==> config.mk <==
export PLATFORM = sky130hd
export DESIGN_NAME = fetch_sequencer
export DESIGN_NICKNAME = d
export VERILOG_FILES = /design/src/rtl/fetch_pkg.sv /design/src/rtl/fetch_out_reg.sv /design/src/rtl/fetch_sequencer.sv
export SDC_FILE = /design/constraint.sdc
export NUM_CORES = 1
export LEC_CHECK = 0
export BUFFER_PORTS_ARGS = -buffer_cell sky130_fd_sc_hd__buf_2
export CORE_ASPECT_RATIO = 0.9
export CORE_UTILIZATION = 55
export DETAILED_ROUTE_END_ITERATION = 12
export HOLD_SLACK_MARGIN = 0.1
export MAX_ROUTING_LAYER = met4
export PLACE_DENSITY = 0.84
export RECOVER_POWER = 50
export SYNTH_ARGS = -nofsm -noshare
export SYNTH_HDL_FRONTEND = slang
export SYNTH_HIERARCHICAL = 1
export SYNTH_SLANG_ARGS = --single-unit
==> constraint.sdc <==
create_clock -name clock -period 5.3 [get_ports clock]
set_clock_uncertainty 0.2 [all_clocks]
set_input_delay 1.325 -clock clock [delete_from_list [all_inputs] [get_ports clock]]
set_output_delay 1.325 -clock clock [all_outputs]
set_load 0.02 [all_outputs]
==> src/rtl/fetch_pkg.sv <==
// Shared fetch-stage definitions: default widths, opcode field location and FSM state type.
package fetch_pkg;
  localparam int ISIZE_DEFAULT = 17;
  localparam int MSIZE_DEFAULT = 10;
  localparam int OPC_MSB = 16;
  localparam int OPC_LSB = 12;
  localparam logic [4:0] OPC_HALT = 5'b11111;

  typedef enum logic {RUN = 1'b0, HALT = 1'b1} fetch_state_t;

  function automatic logic is_halt(input logic [4:0] opc);
    return opc == OPC_HALT;
  endfunction
endpackage

==> src/rtl/fetch_out_reg.sv <==
// Output pipeline register holding the fetched instruction and its address for decode.
module fetch_out_reg
  import fetch_pkg::*;
#(
  parameter int ISIZE = ISIZE_DEFAULT,
  parameter int MSIZE = MSIZE_DEFAULT
) (
  input  logic             clock,
  input  logic             reset,
  input  logic             fetch,
  input  logic             squash,
  input  logic             ready,
  input  logic [ISIZE-1:0] in_instr,
  input  logic [MSIZE-1:0] in_ip,
  output logic             valid,
  output logic [ISIZE-1:0] instr,
  output logic [MSIZE-1:0] ip
);
  // Squash only drops valid; payload is don't-care while valid is low.
  always_ff @(posedge clock) begin
    if (reset) begin
      valid <= 1'b0;
      instr <= '0;
      ip    <= '0;
    end else if (squash) begin
      valid <= 1'b0;
    end else if (fetch) begin
      valid <= 1'b1;
      instr <= in_instr;
      ip    <= in_ip;
    end else if (ready) begin
      valid <= 1'b0;
    end
  end
endmodule

==> src/rtl/fetch_sequencer.sv <==
// Instruction pointer owner and fetch sequencer: one instruction per cycle to decode,
// with stall, redirect/squash, halt/resume and a saturating stall-cycle counter.
module fetch_sequencer
  import fetch_pkg::*;
#(
  parameter int               ISIZE    = ISIZE_DEFAULT,
  parameter int               MSIZE    = MSIZE_DEFAULT,
  parameter logic [MSIZE-1:0] RESET_IP = '0,
  parameter int               CNT_W    = 16
) (
  input  logic             clock,
  input  logic             reset,
  output logic [MSIZE-1:0] imem_addr,
  input  logic [ISIZE-1:0] imem_data,
  output logic             out_valid,
  input  logic             out_ready,
  output logic [ISIZE-1:0] out_instr,
  output logic [MSIZE-1:0] out_ip,
  input  logic             redirect_valid,
  input  logic [MSIZE-1:0] redirect_target,
  input  logic             resume,
  output logic             halted,
  output logic [CNT_W-1:0] stall_count
);
  // Handshake: an instruction transfers on a cycle with out_valid && out_ready; while
  // out_valid is high and out_ready is low, out_instr/out_ip hold stable.
  fetch_state_t     state;
  logic [MSIZE-1:0] ip;
  logic             load;
  logic             fetch;

  assign load      = !out_valid || out_ready;
  assign fetch     = !redirect_valid && (state == RUN) && load;
  assign imem_addr = ip;
  assign halted    = (state == HALT);

  always_ff @(posedge clock) begin
    if (reset) begin
      ip          <= RESET_IP;
      state       <= RUN;
      stall_count <= '0;
    end else begin
      if (out_valid && !out_ready && (stall_count != '1))
        stall_count <= stall_count + CNT_W'(1);
      if (redirect_valid) begin
        ip    <= redirect_target;
        state <= RUN;
      end else begin
        case (state)
          RUN: begin
            if (load) begin
              ip <= ip + MSIZE'(1);
              if (is_halt(imem_data[OPC_MSB:OPC_LSB])) state <= HALT;
            end
          end
          HALT: begin
            // Resume only re-arms; the next fetch happens on the following cycle.
            if (resume) state <= RUN;
          end
          default: state <= RUN;
        endcase
      end
    end
  end

  fetch_out_reg #(
    .ISIZE(ISIZE),
    .MSIZE(MSIZE)
  ) u_out_reg (
    .clock   (clock),
    .reset   (reset),
    .fetch   (fetch),
    .squash  (redirect_valid),
    .ready   (out_ready),
    .in_instr(imem_data),
    .in_ip   (ip),
    .valid   (out_valid),
    .instr   (out_instr),
    .ip      (out_ip)
  );
endmodule

==> run_results.csv <==
group,metric,value,unit
detailed_routing,firstDrtPassIters,4,
power,powerDensity,246,nW/µm²
synthesis,synthFlopType,"dfxtp_1",
synthesis,yosysTopAreaCellShare,39.1,%
placement,portBuffers,86,
synthesis,synth_simple_gate_area_share,32.2,%
cts,cts_sinks,55,
cts,cts-root-buf,"clkbuf_8",
timing,fmax,327,MHz
floorplanning,core,4890,µm²
synthesis,synth_nets,334,
detailed_routing,wire_per_inst,14.6,µm
timing,rsz0062_at_grt,"no",
floorplanning,pin_count,87,
cts,clkLatencyLatePin,0.32,ns
final_layout,syn_to_final_growth,13.4,%
critical_path,required,5.31,ns
cts,cts_buffers,5,
placement,dp.cells,430,
cts,h-tree-depth,2,
cts,cts_tree,"done",
detailed_routing,ant_nets,0,
timing,hold_violations,0,
job,drv_cap,0,
floorplanning,dieArea,5410,µm²
synthesis,synth_warnings,6,
placement,hpwl,4240,µm
min_path,hp-class,"reg2reg",
critical_path,path_class,"in2reg",
synthesis,synth_mux_area_share,1.20,%
power,power_frac_clock,30.1,%
detailed_routing,drtIter0Drc,178,
synthesis,synthDistinctLibCells,49,
power,ir_worst_vdd,0.188,mV
final_layout,diodes,0,
final_layout,fillCellCount,438,
synthesis,synth_top_cell_by_area,"dfxtp_1",
critical_path,crit_path_end_kind,"flip-flop",
timing,period_share,57.6,%
outcome,status,"finished clean",
synthesis,syn_avg_cell_area,9.39,µm²
global_route,grt_pass1_vias,2238,
synthesis,syn_inst,300,
global_route,grt_use_total,24.2,%
timing,tightest_slew,1.12,ns
global_route,grt_pass1_wl,10300,µm
floorplanning,chipWidth,77.4,µm
cts,cts_setup_buffers,0,
final_layout,drive_gt1_share,16.6,%
floorplanning,die_h,69.9,µm
floorplanning,start_util,57.5,%
power,pwr-share-comb,13.5,%
critical_path,path_max_fanout,15,
cts,cts_buffer_depth,2,
critical_path,rrSetupSlack,2.86,ns
detailed_routing,vias_per_cell,5.76,
floorplanning,core.rowCount,24,
timing,max-slew-margin-rel,25.5,%
timing,finalSetupTns,0,ns
timing,setup_ws,2.25,ns
final_layout,regArea,1100,µm²
synthesis,synth-seq-cells,55,
critical_path,arrival,3.07,ns
timing,period_minus_slack,3.05,ns
cts,cts.repair.resized,0,
power,p_sw,0.000221,W
final_layout,multi_input_area,1510,µm²
detailed_routing,drc_errors,0,
synthesis,synthArstFlopShare,0,%
global_route,grt_max_degree,83,
final_layout,final_nets,406,
timing,setup_viol,0,
power,seqPwrFrac,56.4,%
synthesis,ys_top_cells_by_area,"dfxtp_1 (39%), nand4bb_1 (11%), nand2b_1 (6.4%)",
final_layout,utilization,65.2,%
placement,gp_routability_congestion,0.806,
cts,cts_hold_buffers,0,
global_route,antenna_found_initial,0,
power,sw_frac_of_total,28.1,%
synthesis,yosys.area_share.xor_xnor,1.87,%
placement,dp_slack,1.92,ns
cts,clk_pin_slew,0.10,ns
detailed_routing,vias,2524,
synthesis,synth_edf_count,0,
timing,drv_slew,0,
critical_path,worstSetupStartpointType,"input pin",
synthesis,ys_seq_area_share,39.1,%
synthesis,synth-compound-area-share,17.2,%
power,p_int,0.000566,W
power,leakage,1.08,nW
synthesis,synthAdderAreaFrac,0.888,%
detailed_routing,finalWirelength,6380,µm
global_route,grt-ovfl-total,0,
synthesis,syn_area,2820,µm²
final_layout,fin_cells,438,
synthesis,synth_top_family_by_area,"simple AND/OR/NAND/NOR gates",
[path summary, 6_finish.rpt]
path                      startpoint                 end  cells past startpoint
setup / recovery           out_ready      stall_count[9]                      5
hold / removal    u_out_reg/instr[0]  u_out_reg/instr[0]                      2
setup reg to reg      stall_count[1]      stall_count[2]                      6
hold reg to reg   u_out_reg/instr[0]  u_out_reg/instr[0]                      2
[registers in the layout, indices dropped and copies added, names as in the netlist]
register / cells
imem_addr: 10
halted: 1
u_out_reg/ip: 10
u_out_reg/instr: 17
u_out_reg/valid: 1
stall_count: 16
[through the flow]
step | total power, W | hold WS [ns] | instance area, µm²
after CTS | 0.000795 | 0.271 | 3260
final | 0.000786 | 0.271 | 3190
after floorplan | 0.000531 | 0.339 | 2820
after detailed placement | 0.000562 | 0.254 | 3170
after global routing | 0.000819 | 0.292 | 3190
after global placement | 0.000560 | 0.248 | 3170
[synthesized netlist by cell type, drive strengths merged (7+ instances only)]
master and instances:
o21ai 36, clkbuf 8, inv 7, nand2 7, nor2 16, nand3 9
buf 16, a21oi 12, nor2b 7, nand2b 29, a211oi 9, dfxtp 55
nand4bb 27
[area by class of cell]
| type | count | share of cell area, % |
|---|---|---|
| multi-input combinational | 213 | 47.3 |
| sequential | 55 | 34.5 |
| tap | 65 | 2.55 |
| inverter | 8 | 0.940 |
| timing repair buffer | 89 | 12.0 |
| clock buffer | 6 | 2.27 |
| clock inverter | 2 | 0.509 |
[power groups by stage]
| stage | sequential [W] | clock [W] | combinational (W) |
|---|---|---|---|
| 2_1_floorplan | 0.000469 | 0 | 0.0000619 |
| 3_3_place_gp | 0.000452 | 0 | 0.000108 |
| 3_5_place_dp | 0.000453 | 0 | 0.000110 |
| 6_report | 0.000444 | 0.000237 | 0.000106 |
| 5_1_grt | 0.000446 | 0.000258 | 0.000115 |
| 4_1_cts | 0.000443 | 0.000242 | 0.000110 |
[routing by layer]
layer / vias to the layer above / global-route usage (%) / wire, µm
met5: - / - / 0
met1: 1190 / 30.5 / 2890
met2: 70 / 38.2 / 3070
li1: 1259 / - / -
met4: 0 / 9.22 / 52
met3: 5 / 4.84 / 372
[kinds of logic after synthesis]
logic type,Yosys count
compound gates,73
xor+xnor,6
fa+ha+maj,2
buf+inv,32
flops,55
mux,3
simple gates,129
[worst max-delay path, stage by stage]
cell and delay [ns]:
clkbuf_1 0.09, nor2b_1 0.82, nand2_1 0.19, nor4_1 0.27
mux2_2 0.37
[cell usage in the layout, fill, tap and decap left out, types with 3 or more instances in the layout]
| cell | instances |
|---|---|
| nor4_1 | 6 |
| nor2b_1 | 6 |
| o21ai_1 | 17 |
| nand2_1 | 7 |
| nor3_1 | 3 |
| nand3_1 | 9 |
| a211oi_1 | 9 |
| clkbuf_1 | 55 |
| dfxtp_1 | 55 |
| or3_1 | 6 |
| nand2b_1 | 29 |
| nor2_1 | 16 |
| clkbuf_8 | 5 |
| o21ai_0 | 9 |
| buf_2 | 33 |
| a21oi_1 | 12 |
| o21ai_2 | 10 |
| inv_1 | 7 |
| nand4_1 | 4 |
| nor4b_1 | 3 |
| nand4bb_1 | 27 |
| a311oi_1 | 5 |
| mux2_2 | 3 |
| xnor2_1 | 6 |
Note: power is estimated with default switching activity, not from simulation.
